$ cat src/rtl/seq_pd_pkg.sv
// Shared types and sizing helpers for the programmable serial pattern detector.
package seq_pd_pkg;

    typedef enum logic [1:0] {
        ST_FILL,
        ST_ARMED,
        ST_ERR
    } state_e;

    function automatic int len_w(input int max_len);
        return $clog2(max_len + 1);
    endfunction

endpackage

$ cat src/rtl/pd_shift_cmp.sv
// History shift register plus length-masked comparison of the newest bits against the pattern.
module pd_shift_cmp #(
    parameter int MAX_LEN = 16,
    parameter int LEN_W   = 5
) (
    input  logic               clk,
    input  logic               rst,
    input  logic               shift_en,
    input  logic               clear,
    input  logic               bit_in,
    input  logic [LEN_W-1:0]   len,
    input  logic [MAX_LEN-1:0] pattern,
    output logic               eq
);

    logic [MAX_LEN-2:0] history_q;
    logic [MAX_LEN-1:0] window;
    logic [MAX_LEN-1:0] mask;

    // The incoming bit completes the window, so a match is seen on the accepting edge itself.
    assign window = {history_q, bit_in};

    always_comb begin
        mask = '0;
        for (int i = 0; i < MAX_LEN; i++) begin
            mask[i] = (i < int'(len));
        end
    end

    assign eq = (((window ^ pattern) & mask) == '0);

    always_ff @(posedge clk or negedge rst) begin
        if (!rst) begin
            history_q <= '0;
        end else if (clear) begin
            history_q <= '0;
        end else if (shift_en) begin
            history_q <= window[MAX_LEN-2:0];
        end
    end

endmodule

$ cat src/rtl/seq_pattern_detector.sv
// Runtime-programmable serial pattern detector: FSM, fill counter, config registers and match counter.
module seq_pattern_detector
    import seq_pd_pkg::*;
#(
    parameter int                 MAX_LEN         = 16,
    parameter int                 CNT_W           = 8,
    parameter logic [MAX_LEN-1:0] DEFAULT_PATTERN = MAX_LEN'('h000B),
    parameter int                 DEFAULT_LEN     = 4,
    parameter bit                 DEFAULT_OVERLAP = 1'b1
) (
    input  logic                         clk,
    input  logic                         rst,
    input  logic                         pattern,
    input  logic                         bit_valid,
    input  logic                         cfg_load,
    input  logic [MAX_LEN-1:0]           cfg_pattern,
    input  logic [len_w(MAX_LEN)-1:0]    cfg_len,
    input  logic                         cfg_overlap,
    output logic                         pattern_found,
    output logic [CNT_W-1:0]             match_count,
    output logic                         count_sat,
    output logic                         cfg_err
);

    localparam int                 LEN_W   = len_w(MAX_LEN);
    localparam logic [LEN_W-1:0]   ONE_LEN = LEN_W'(1);
    localparam logic [CNT_W-1:0]   CNT_MAX = {CNT_W{1'b1}};

    state_e             state_q, state_d;
    logic [LEN_W-1:0]   fill_q, fill_d;
    logic [MAX_LEN-1:0] pat_q, pat_d;
    logic [LEN_W-1:0]   len_q, len_d;
    logic               ovl_q, ovl_d;
    logic [CNT_W-1:0]   cnt_q, cnt_d;
    logic               sat_q, sat_d;
    logic               err_q, err_d;
    logic               found_q, found_d;

    logic accept;
    logic eq;
    logic match;
    logic restart;
    logic len_ok;

    assign accept  = bit_valid && !cfg_load && (state_q != ST_ERR);
    assign match   = accept && (state_q == ST_ARMED) && eq;
    assign restart = match && !ovl_q;
    assign len_ok  = (cfg_len != '0) && (cfg_len <= LEN_W'(MAX_LEN));

    pd_shift_cmp #(
        .MAX_LEN (MAX_LEN),
        .LEN_W   (LEN_W)
    ) u_shift_cmp (
        .clk      (clk),
        .rst      (rst),
        .shift_en (accept),
        .clear    (cfg_load || restart),
        .bit_in   (pattern),
        .len      (len_q),
        .pattern  (pat_q),
        .eq       (eq)
    );

    always_comb begin
        state_d = state_q;
        fill_d  = fill_q;
        pat_d   = pat_q;
        len_d   = len_q;
        ovl_d   = ovl_q;
        cnt_d   = cnt_q;
        sat_d   = sat_q;
        err_d   = err_q;
        found_d = 1'b0;
        if (cfg_load) begin
            pat_d  = cfg_pattern;
            len_d  = cfg_len;
            ovl_d  = cfg_overlap;
            fill_d = '0;
            cnt_d  = '0;
            sat_d  = 1'b0;
            if (!len_ok) begin
                err_d   = 1'b1;
                state_d = ST_ERR;
            end else begin
                err_d   = 1'b0;
                state_d = (cfg_len == ONE_LEN) ? ST_ARMED : ST_FILL;
            end
        end else if (accept) begin
            case (state_q)
                ST_FILL: begin
                    fill_d = fill_q + ONE_LEN;
                    if (fill_d == len_q - ONE_LEN) begin
                        state_d = ST_ARMED;
                    end
                end
                ST_ARMED: begin
                    if (match) begin
                        found_d = 1'b1;
                        if (cnt_q != CNT_MAX) begin
                            cnt_d = cnt_q + CNT_W'(1);
                        end
                        sat_d = sat_q || (cnt_d == CNT_MAX);
                        // Non-overlap: the completing bit is not reused by the next match.
                        if (!ovl_q) begin
                            fill_d  = '0;
                            state_d = (len_q == ONE_LEN) ? ST_ARMED : ST_FILL;
                        end
                    end
                end
                default: state_d = state_q;
            endcase
        end
    end

    always_ff @(posedge clk or negedge rst) begin
        if (!rst) begin
            state_q <= (DEFAULT_LEN == 1) ? ST_ARMED : ST_FILL;
            fill_q  <= '0;
            pat_q   <= DEFAULT_PATTERN;
            len_q   <= LEN_W'(DEFAULT_LEN);
            ovl_q   <= DEFAULT_OVERLAP;
            cnt_q   <= '0;
            sat_q   <= 1'b0;
            err_q   <= 1'b0;
            found_q <= 1'b0;
        end else begin
            state_q <= state_d;
            fill_q  <= fill_d;
            pat_q   <= pat_d;
            len_q   <= len_d;
            ovl_q   <= ovl_d;
            cnt_q   <= cnt_d;
            sat_q   <= sat_d;
            err_q   <= err_d;
            found_q <= found_d;
        end
    end

    assign pattern_found = found_q;
    assign match_count   = cnt_q;
    assign count_sat     = sat_q;
    assign cfg_err       = err_q;

endmodule

$ cat config.mk
export PLATFORM = sky130hd
export DESIGN_NAME = seq_pattern_detector
export DESIGN_NICKNAME = d
export VERILOG_FILES = /design/src/rtl/seq_pd_pkg.sv /design/src/rtl/pd_shift_cmp.sv /design/src/rtl/seq_pattern_detector.sv
export SDC_FILE = /design/constraint.sdc
export NUM_CORES = 1
export LEC_CHECK = 0
export CAP_MARGIN = 15
export CORE_MARGIN = 3
export CORE_UTILIZATION = 30
export CTS_CLUSTER_SIZE = 10
export DETAILED_ROUTE_END_ITERATION = 16
export PLACE_DENSITY = 0.57
export REMOVE_ABC_BUFFERS = 1
export SETUP_SLACK_MARGIN = 0.4
export SLEW_MARGIN = 0
export SYNTH_ARGS = -nofsm -noshare
export SYNTH_HDL_FRONTEND = slang
export SYNTH_SLANG_ARGS = --single-unit
export TNS_END_PERCENT = 10
$ cat constraint.sdc
create_clock -name clk -period 3.8 [get_ports clk]
set_clock_uncertainty 0.2 [all_clocks]
set_input_delay 0.57 -clock clk [delete_from_list [all_inputs] [get_ports clk]]
set_output_delay 0.57 -clock clk [all_outputs]
set_load 0.005 [all_outputs]
==> flow_metrics.py, run 1 <==
metrics = {
    "flow_run": {
        "cap_violations": 0,
    },
    "final_layout": {
        "design_area_mm2": 0.00360,
        "nets": 353,
        "area_growth_pct": 18.5,
        "ant_diodes": 0,
        "finalCoreUtilization": 0.366,
        "drive_above_1_share": 0.136,
        "mostFrequentLayoutCells": "dfrtp_1, clkdlybuf4s50_1, nor2_1",
        "filler_cell_count": 1035,
        "most_frequent_standard_cell_in_the_layout_excluding_fill_and_tap_cells": "dfrtp_1",
    },
    "synth": {
        "post_synthesis_instance_area_mm2": 0.00304,
        "post_synthesis_average_cell_area_um2": 10.4,
        "gate_count_post_synth": 291,
        "synth.distinct_cells": 52,
        "yosysSeqAreaShare": 0.455,
        "synthesis.yosys.warnings": 0,
        "count_of_state_elements_after_synthesis": 55,
    },
    "timing": {
        "holdWs_ns": 0.0413,
        "maxSlewViolCount": 0,
        "final_min_period_over_clock_period": 0.812,
        "grt_setup_unrepaired": "no",
        "final.setup.tns_ns": 0,
        "timing.final.setup_violations": 0,
        "tightestPinTransition_ns": 0.718,
        "worst_slew_slack_as_a_fraction_of_its_limit": 0.517,
        "maxClockFrequency_mhz": 324,
        "timing.final.crit_period_ns": 3.09,
        "hold_violations": 0,
    },
    "floorplanning": {
        "core_area_mm2": 0.00982,
        "die_area_mm2": 0.0114,
        "fp.dieH_um": 107,
        "floorplan.die.width_um": 107,
        "io_pins": 38,
        "number_of_placement_rows": 36,
        "initial_utilization": 0.309,
    },
    "clock_tree": {
        "cts_resized": 0,
        "post-cts-setup-buffer-count": 0,
        "cts.sink_count": 55,
        "insertion_delay_ns": 0.31,
        "max_buffers_root_to_sink": 2,
        "tritoncts.num_buffers": 5,
        "cts_hold_repair.buffers": 0,
        "clk_pin_slew_worst_paths_ns": 0.11,
        "clock_tree.root_cell": "clkbuf_8",
        "cts_tree": "built",
        "ctsHtreeMaxLevel": 2,
    },
    "worst_setup_path": {
        "cp_max_fo": 15,
        "crit_arrival_ns": 3.07,
        "critPathCaptureType": "flip-flop",
        "critical_path_class": "reg2reg",
        "critPathRequiredTime_ns": 3.78,
        "worst_setup_path_start_kind": "flip-flop",
    },
    "global_routing": {
        "grt_pass1_vias": 2215,
        "grt_pass1_wl_um": 10900,
        "antenna_found_initial": 0,
        "globalRoute.totalOverflow": 0,
        "grt_start_max_net_pins": 47,
        "gr-usage-all-layers": 0.119,
    },
    "power_and_ir_drop": {
        "pwr_density_cell_mw_per_mm2": 345,
        "max-vdd-ir-drop_v": 0.000171,
        "p_leak_nw": 1.48,
    },
    "placement": {
        "hpwl_um": 4760,
        "routabilityCongestion": 0.830,
        "placement.cell_area_mm2": 0.00348,
        "io_buffers": 37,
    },
    "route": {
        "drtPass1Iterations": 4,
        "drt_iter0_markers": 121,
        "wl_met1_um": 3180,
        "drt_drc_violations_left": 0,
        "viasPerCell": 4.94,
        "drt-wirelength-per-cell_um": 14.4,
        "routed_wirelength_um": 6590,
        "met2WireLength_um": 3050,
        "drtAntennaViolNets": 0,
        "highest-signal-layer": "met4",
        "met3_wirelength_um": 255,
        "route.vias.total": 2254,
    },
    "worst_hold_path": {
        "hold_path.class": "in2async",
    },
    "run_status": {
        "outcome": "finished, final reports clean",
    },
}
-- critical path, stage by stage, from the launching register on --
cell	delay [ns]
dfrtp_1	0.53
inv_1	0.19
ha_1	0.17
or4b_1	0.48
a21oi_1	0.16
a31oi_1	0.09
nor4_4	0.57
a31o_2	0.48
nor2_1	0.09
-- synthesized netlist by cell type, drive strengths merged --
master | count | area share
and3 | 2 | 0.0045
nand2b | 3 | 0.0062
a211oi | 3 | 0.0074
a221oi | 1 | 0.0049
or4 | 1 | 0.0025
a31oi | 4 | 0.0082
or2b | 1 | 0.0029
o21a | 2 | 0.0049
mux2i | 15 | 0.049
ha | 4 | 0.016
o21ai | 14 | 0.023
o22ai | 8 | 0.016
o211ai | 4 | 0.0099
nor4bb | 1 | 0.0033
nand2 | 15 | 0.021
xnor2 | 21 | 0.061
nand3b | 6 | 0.015
a21o | 1 | 0.0029
o221ai | 1 | 0.0029
or4b | 2 | 0.0066
a221o | 1 | 0.0033
a31o | 1 | 0.0029
xor2 | 8 | 0.023
inv | 13 | 0.016
a311oi | 1 | 0.0029
nor4 | 4 | 0.013
buf | 10 | 0.018
a21oi | 10 | 0.016
a41oi | 1 | 0.0029
o41ai | 2 | 0.0082
nor3 | 9 | 0.015
dfstp | 5 | 0.043
o32ai | 2 | 0.0058
o31ai | 2 | 0.0049
nor2 | 24 | 0.030
clkbuf | 7 | 0.022
nor2b | 1 | 0.0021
mux2 | 17 | 0.063
nand3 | 10 | 0.016
nand4b | 1 | 0.0029
dfrtp | 50 | 0.41
nand4 | 2 | 0.0041
nor3b | 1 | 0.0025
-- per-layer routing --
| metal | vias up | global-route usage |
|---|---|---|
| li1 | 1096 | - |
| met1 | 1105 | 0.167 |
| met2 | 43 | 0.185 |
| met3 | 10 | 0.0253 |
| met4 | 0 | 0.0365 |
| met5 | - | 0 |
-- registers in the layout, summed over array words and instances, names as in the netlist --
register               count
cfg_err                    1
count_sat                  1
fill_q                     5
len_q                      5
match_count                8
ovl_q                      1
pat_q                     16
pattern_found              1
state_q                    2
u_shift_cmp.history_q     15
-- where the power goes --
group,internal [mW],leakage [nW],total [mW],switching [mW]
Clock,0.217,0.0618,0.415,0.198
Sequential,0.617,0.706,0.651,0.0346
Combinational,0.0912,0.712,0.175,0.0838
-- path summary, 6_finish.rpt --
path,startpoint,to,slack [ns],cells past startpoint
max reg2reg,len_q[1],u_shift_cmp.history_q[10],0.71,8
min in group clk,cfg_err,cfg_err,0.29,1
max,len_q[1],u_shift_cmp.history_q[10],0.71,8
min reg2reg,cfg_err,cfg_err,0.29,1
min,rst,len_q[4],0.04,1
max in group asynchronous,rst,u_shift_cmp.history_q[9],2.67,2
-- per-stage QoR --
step / power [mW] / worst slack [ns] / instances
final: 1.24 / 0.714 / 456
after global routing: 1.30 / 0.564 / 456
after detailed placement: 0.839 / 0.540 / 448
after CTS: 1.26 / 0.721 / 456
after floorplan: 0.756 / 1.28 / 274
after global placement: 0.838 / 0.572 / 448
-- cell type report --
| cell class | instances | area (um2) | share of cell area |
|---|---|---|---|
| multi-input cells | 206 | 1480 | 0.412 |
| flip-flops and latches | 55 | 1380 | 0.384 |
| repair buffers | 41 | 395 | 0.110 |
| well taps | 133 | 166 | 0.0463 |
| clock buffers | 6 | 82.6 | 0.0230 |
| inverters | 13 | 48.8 | 0.0136 |
| clock inverters | 2 | 38.8 | 0.0108 |
-- kinds of logic after synthesis --
group | Yosys count | synth area share
buf+inv | 30 | 0.0561
mux | 32 | 0.113
xor+xnor | 29 | 0.0837
fa+ha+maj | 4 | 0.0165
simple gates | 83 | 0.148
compound gates | 58 | 0.128
flops | 55 | 0.455
Note: power is estimated with default switching activity, not from simulation.
==> run 2: changes to the inputs <==
--- a/config.mk
+++ b/config.mk
@@ -10,7 +10,7 @@
 export CORE_UTILIZATION = 30
 export CTS_CLUSTER_SIZE = 10
 export DETAILED_ROUTE_END_ITERATION = 16
-export PLACE_DENSITY = 0.57
+export PLACE_DENSITY = 0.59
 export REMOVE_ABC_BUFFERS = 1
 export SETUP_SLACK_MARGIN = 0.4
 export SLEW_MARGIN = 0
==> constraint.sdc (replaced) <==
create_clock -name clk -period 2.5 [get_ports clk]
set_clock_uncertainty 0.2 [all_clocks]
set_input_delay 0.375 -clock clk [delete_from_list [all_inputs] [get_ports clk]]
set_output_delay 0.375 -clock clk [all_outputs]
set_load 0.005 [all_outputs]
==> run 2 against run 1 <==
Non-clock buffer count up 15. Highest routed layer unchanged. Utilization up 2.1 points. Fmax up 36%. Count of clock-buffer cells in the layout up 1. Setup slack worse by 0.49 ns. Critical path type unchanged. Routed wire length up 1.4%. Hold slack better by 0.24 ns. Die area unchanged. Design area up 5.7%.
==> flow_metrics.py, run 2 (same netlist as run 1, synthesis figures left out) <==
metrics = {
    "floorplanning": {
        "number_of_placement_rows": 36,
        "fp.dieH_um": 107,
        "io_pins": 38,
        "core_area_mm2": 0.00982,
        "initial_utilization": 0.309,
        "die_area_mm2": 0.0114,
        "floorplan.die.width_um": 107,
    },
    "placement": {
        "io_buffers": 37,
        "dp_cells": 461,
        "hpwl_um": 4880,
        "routabilityCongestion": 0.843,
    },
    "timing": {
        "final_min_period_over_clock_period": 0.910,
        "grt_setup_unrepaired": "yes",
        "timing.final.crit_period_ns": 2.28,
        "hold_violations": 0,
        "holdWs_ns": 0.280,
        "timing.final.setup_violations": 0,
        "maxClockFrequency_mhz": 439,
        "worst_slew_slack_as_a_fraction_of_its_limit": 0.672,
        "tightestPinTransition_ns": 0.493,
        "maxSlewViolCount": 0,
        "final.setup.tns_ns": 0,
    },
    "power_and_ir_drop": {
        "pwr_density_cell_mw_per_mm2": 474,
        "max-vdd-ir-drop_v": 0.000236,
        "p_leak_nw": 1.57,
        "report.power.total_mw": 1.80,
    },
    "clock_tree": {
        "cts.sink_count": 55,
        "insertion_delay_ns": 0.31,
        "tritoncts.num_buffers": 5,
        "clock_tree.root_cell": "clkbuf_8",
        "max_buffers_root_to_sink": 2,
        "ctsHtreeMaxLevel": 2,
        "cts_tree": "built",
        "clk_pin_slew_worst_paths_ns": 0.10,
    },
    "worst_setup_path": {
        "critPathRequiredTime_ns": 2.52,
        "crit-reg2reg-capture": "match_count[7]",
        "worst_setup_path_start_kind": "flip-flop",
        "reg2reg_from": "len_q[1]",
        "crit_arrival_ns": 2.30,
        "critical_path_class": "reg2reg",
        "cp_max_fo": 7,
        "critPathCaptureType": "flip-flop",
        "r2r.worst_path.cells": 9,
        "setup.reg_to_reg.worst_slack_ns": 0.22,
    },
    "route": {
        "drtAntennaViolNets": 0,
        "drt_drc_violations_left": 0,
        "met2WireLength_um": 3170,
        "highest-signal-layer": "met4",
        "route.vias.total": 2345,
        "routed_wirelength_um": 6680,
        "drt-wirelength-per-cell_um": 14.2,
        "viasPerCell": 4.98,
        "drtPass1Iterations": 4,
        "drt_iter0_markers": 108,
        "met3_wirelength_um": 297,
        "wl_met1_um": 3080,
    },
    "global_routing": {
        "gr-usage-all-layers": 0.123,
        "antenna_found_initial": 0,
        "globalRoute.totalOverflow": 0,
        "grt_start_max_net_pins": 46,
        "grt_pass1_vias": 2381,
        "grt_pass1_wl_um": 11500,
    },
    "final_layout": {
        "drive_above_1_share": 0.210,
        "post_layout_nonfiller_instances": 471,
        "number_of_flip_flops_in_the_largest_register": 16,
        "finalCoreUtilization": 0.387,
        "nets": 368,
        "area_growth_pct": 25.3,
        "most_frequent_standard_cell_in_the_layout_excluding_fill_and_tap_cells": "dfrtp_1",
        "ant_diodes": 0,
        "mostFrequentLayoutCells": "dfrtp_1, clkdlybuf4s50_1, nor2_1",
        "regMostFlops": "pat_q",
    },
    "run_status": {
        "outcome": "finished, final reports clean",
    },
    "worst_hold_path": {
        "hold_path.class": "in2async",
    },
    "flow_run": {
        "cap_violations": 0,
    },
}
-- run 2: timing repair --
action | CTS | global route
gates resized for setup | 11 | 7
setup buffers | 1 | 0
hold buffers | 1 | 0
pin swaps | 5 | 2
endpoints found under the setup margin | 31 | 31
endpoints found under the hold margin | 9 | 0
-- run 2: power by group --
part           switching [mW]  total [mW]  internal (mW)
Sequential             0.0456       0.983          0.938
Combinational           0.145       0.314          0.169
Clock                   0.280       0.504          0.224
Total                   0.470        1.80           1.33
-- run 2: critical path: stages (launching register included) --
cell,delay [ns]
dfrtp_1,0.41
inv_2,0.08
ha_4,0.11
or4b_4,0.46
a21oi_2,0.17
a31oi_2,0.07
nor4_4,0.22
buf_6,0.18
nand3_2,0.07
a221oi_2,0.23
-- run 2: final cells by class --
class	count	area (um2)
Clock inverter	1	5.00
Fill cell	1021	6020
Timing Repair Buffer	56	564
Inverter	13	51.3
Multi-Input combinational cell	206	1540
Clock buffer	7	86.3
Tap cell	133	166
Sequential cell	55	1390
-- run 2: how the worst max path moves through the flow --
| stage | cells past startpoint | startpoint | slack, ns | end |
|---|---|---|---|---|
| after floorplan | 8 | len_q[1] | -0.02 | u_shift_cmp.history_q[0] |
| after global placement | 7 | cfg_load | -0.16 | count_sat |
| after detailed placement | 7 | cfg_load | -0.28 | count_sat |
| after CTS | 9 | len_q[1] | 0.10 | match_count[7] |
| after global routing | 9 | len_q[1] | 0.12 | match_count[7] |
| final | 9 | len_q[1] | 0.22 | match_count[7] |
-- run 2: stage by stage --
| step | setup slack (ns) | instance area [um2] |
|---|---|---|
| after floorplan | -0.0213 | 2910 |
| after global placement | -0.157 | 3620 |
| after detailed placement | -0.279 | 3620 |
| after CTS | 0.101 | 3770 |
| after global routing | 0.116 | 3800 |
| final | 0.225 | 3800 |
-- run 2: metal layers --
layer	up-vias	global-route usage
met3	14	0.0217
met4	0	0.0411
met5	-	0
met2	53	0.200
met1	1152	0.167
li1	1126	-
==> run 3: changes to the inputs <==
--- a/config.mk
+++ b/config.mk
@@ -7,10 +7,10 @@
 export LEC_CHECK = 0
 export CAP_MARGIN = 15
 export CORE_MARGIN = 3
-export CORE_UTILIZATION = 30
+export CORE_UTILIZATION = 50
 export CTS_CLUSTER_SIZE = 10
 export DETAILED_ROUTE_END_ITERATION = 16
-export PLACE_DENSITY = 0.59
+export PLACE_DENSITY = 0.85
 export REMOVE_ABC_BUFFERS = 1
 export SETUP_SLACK_MARGIN = 0.4
 export SLEW_MARGIN = 0
==> run 3 against run 2 <==
Critical path depth unchanged. Largest power group unchanged. Count of clock-buffer cells in the layout unchanged. Die area shrank 38%. Critical path type unchanged. Utilization rose by 27 points. Sequential power hardly changed.
==> flow_metrics.py, run 3 (same netlist as run 1, synthesis figures left out) <==
metrics = {
    "global_routing": {
        "grt_pass1_wl_um": 11600,
        "antenna_found_initial": 0,
        "globalRoute.totalOverflow": 0,
        "grt_start_max_net_pins": 46,
        "gr-usage-all-layers": 0.201,
        "grt_pass1_vias": 2441,
    },
    "worst_setup_path": {
        "crit_arrival_ns": 2.37,
        "critPathCaptureType": "flip-flop",
        "critPathRequiredTime_ns": 2.52,
        "critical_path_class": "reg2reg",
        "worst_setup_path_start_kind": "flip-flop",
        "cp_max_fo": 7,
    },
    "clock_tree": {
        "insertion_delay_ns": 0.31,
        "max_buffers_root_to_sink": 2,
        "cts.sink_count": 55,
        "clk_pin_slew_worst_paths_ns": 0.10,
        "ctsHtreeMaxLevel": 2,
        "cts_tree": "built",
        "clock_tree.root_cell": "clkbuf_8",
        "tritoncts.num_buffers": 5,
    },
    "final_layout": {
        "most_frequent_standard_cell_in_the_layout_excluding_fill_and_tap_cells": "dfrtp_1",
        "sequential_cell_area_mm2": 0.00138,
        "filler_cell_count": 407,
        "multi_input_area_mm2": 0.00158,
        "ant_diodes": 0,
        "regMostFlops": "pat_q",
        "number_of_flip_flops_in_the_largest_register": 16,
        "drive_above_1_share": 0.212,
        "nets": 369,
        "area_growth_pct": 23.4,
        "mostFrequentLayoutCells": "dfrtp_1, clkdlybuf4s50_1, nor2_1",
        "design_area_mm2": 0.00375,
    },
    "floorplanning": {
        "number_of_placement_rows": 27,
        "initial_utilization": 0.535,
        "io_pins": 38,
        "floorplan.die.width_um": 83.9,
        "core_area_mm2": 0.00568,
        "die_area_mm2": 0.00704,
        "fp.dieH_um": 83.9,
    },
    "run_status": {
        "outcome": "finished, final reports clean",
    },
    "timing": {
        "setup_ws_post_layout_ns": 0.150,
        "timing.final.setup_violations": 0,
        "grt_setup_unrepaired": "yes",
        "timing.final.crit_period_ns": 2.35,
        "tightestPinTransition_ns": 0.487,
        "worst_slew_slack_as_a_fraction_of_its_limit": 0.675,
        "maxClockFrequency_mhz": 426,
        "maxSlewViolCount": 0,
        "final_min_period_over_clock_period": 0.940,
        "hold_violations": 0,
    },
    "route": {
        "drtAntennaViolNets": 0,
        "routed_wirelength_um": 6850,
        "viasPerCell": 5.84,
        "highest-signal-layer": "met4",
        "drt-wirelength-per-cell_um": 16.7,
        "met3_wirelength_um": 379,
        "drt_iter0_markers": 201,
        "drtPass1Iterations": 4,
        "met2WireLength_um": 3440,
        "drt_drc_violations_left": 0,
        "route.vias.total": 2400,
        "wl_met1_um": 2920,
    },
    "power_and_ir_drop": {
        "p_leak_nw": 1.57,
        "pwr_density_cell_mw_per_mm2": 478,
        "report.power.total_mw": 1.79,
        "max-vdd-ir-drop_v": 0.000305,
    },
    "placement": {
        "hpwl_um": 4850,
        "routabilityCongestion": 0.931,
        "detailedPlace.worstSlack_ns": -0.197,
        "io_buffers": 37,
        "placement.cell_area_mm2": 0.00351,
    },
    "flow_run": {
        "cap_violations": 0,
    },
    "worst_hold_path": {
        "hold_path.class": "reg2reg",
    },
}
-- run 3: layout make-up --
type / instances / share of cell area
multi-input cells: 206 / 0.422
well taps: 72 / 0.0240
inverters: 13 / 0.0130
clock buffers: 7 / 0.0204
flip-flops and latches: 55 / 0.369
repair buffers: 57 / 0.150
clock inverters: 1 / 0.00134
-- run 3: timing repair --
action	in CTS	in global routing
cloned	0	0
setup endpoints to repair	31	31
setup buffers	2	2
pin swaps	0	3
hold buffers	1	0
resized for setup	12	10
endpoints found under the hold margin	14	0
-- run 3: path summary, 6_finish.rpt --
check | start | endpoint | slack [ns] | depth (start not counted)
max | len_q[1] | count_sat | 0.15 | 9
min in group asynchronous | rst | u_shift_cmp.history_q[1] | 0.31 | 2
max reg2reg | len_q[1] | count_sat | 0.15 | 9
min | cfg_err | cfg_err | 0.29 | 1
max in group asynchronous | rst | len_q[2] | 1.14 | 3
min reg2reg | cfg_err | cfg_err | 0.29 | 1
-- run 3: report_power, final --
part           internal (mW)  leakage, nW  switching [mW]
Sequential             0.938        0.705          0.0465
Combinational          0.167        0.819           0.154
Clock                  0.198       0.0422           0.287
-- run 3: per-stage QoR --
stage / utilization / hold slack, ns / TNS [ns] / std cells
3_3_place_gp: 0.618 / 0.106 / -0.434 / 398
4_1_cts: 0.647 / 0.289 / 0 / 409
3_5_place_dp: 0.618 / 0.120 / -2.06 / 398
5_1_grt: 0.660 / 0.303 / 0 / 411
2_1_floorplan: - / -0.121 / -0.320 / 274
6_report: 0.660 / 0.285 / 0 / 411
-- run 3: worst max-delay path: stages (launching register included) --
cell and delay (ns):
dfrtp_1 0.39, inv_2 0.08, ha_4 0.12, or4b_4 0.48, a21oi_4 0.15, a31oi_2 0.06, nor4_4 0.19, buf_6 0.19
nand2_4 0.06, o41ai_2 0.31
-- run 3: metal layers --
metal,vias up,GRT usage
li1,1133,-
met1,1178,0.267
met2,77,0.325
met3,12,0.0434
met4,0,0.0731
met5,-,0
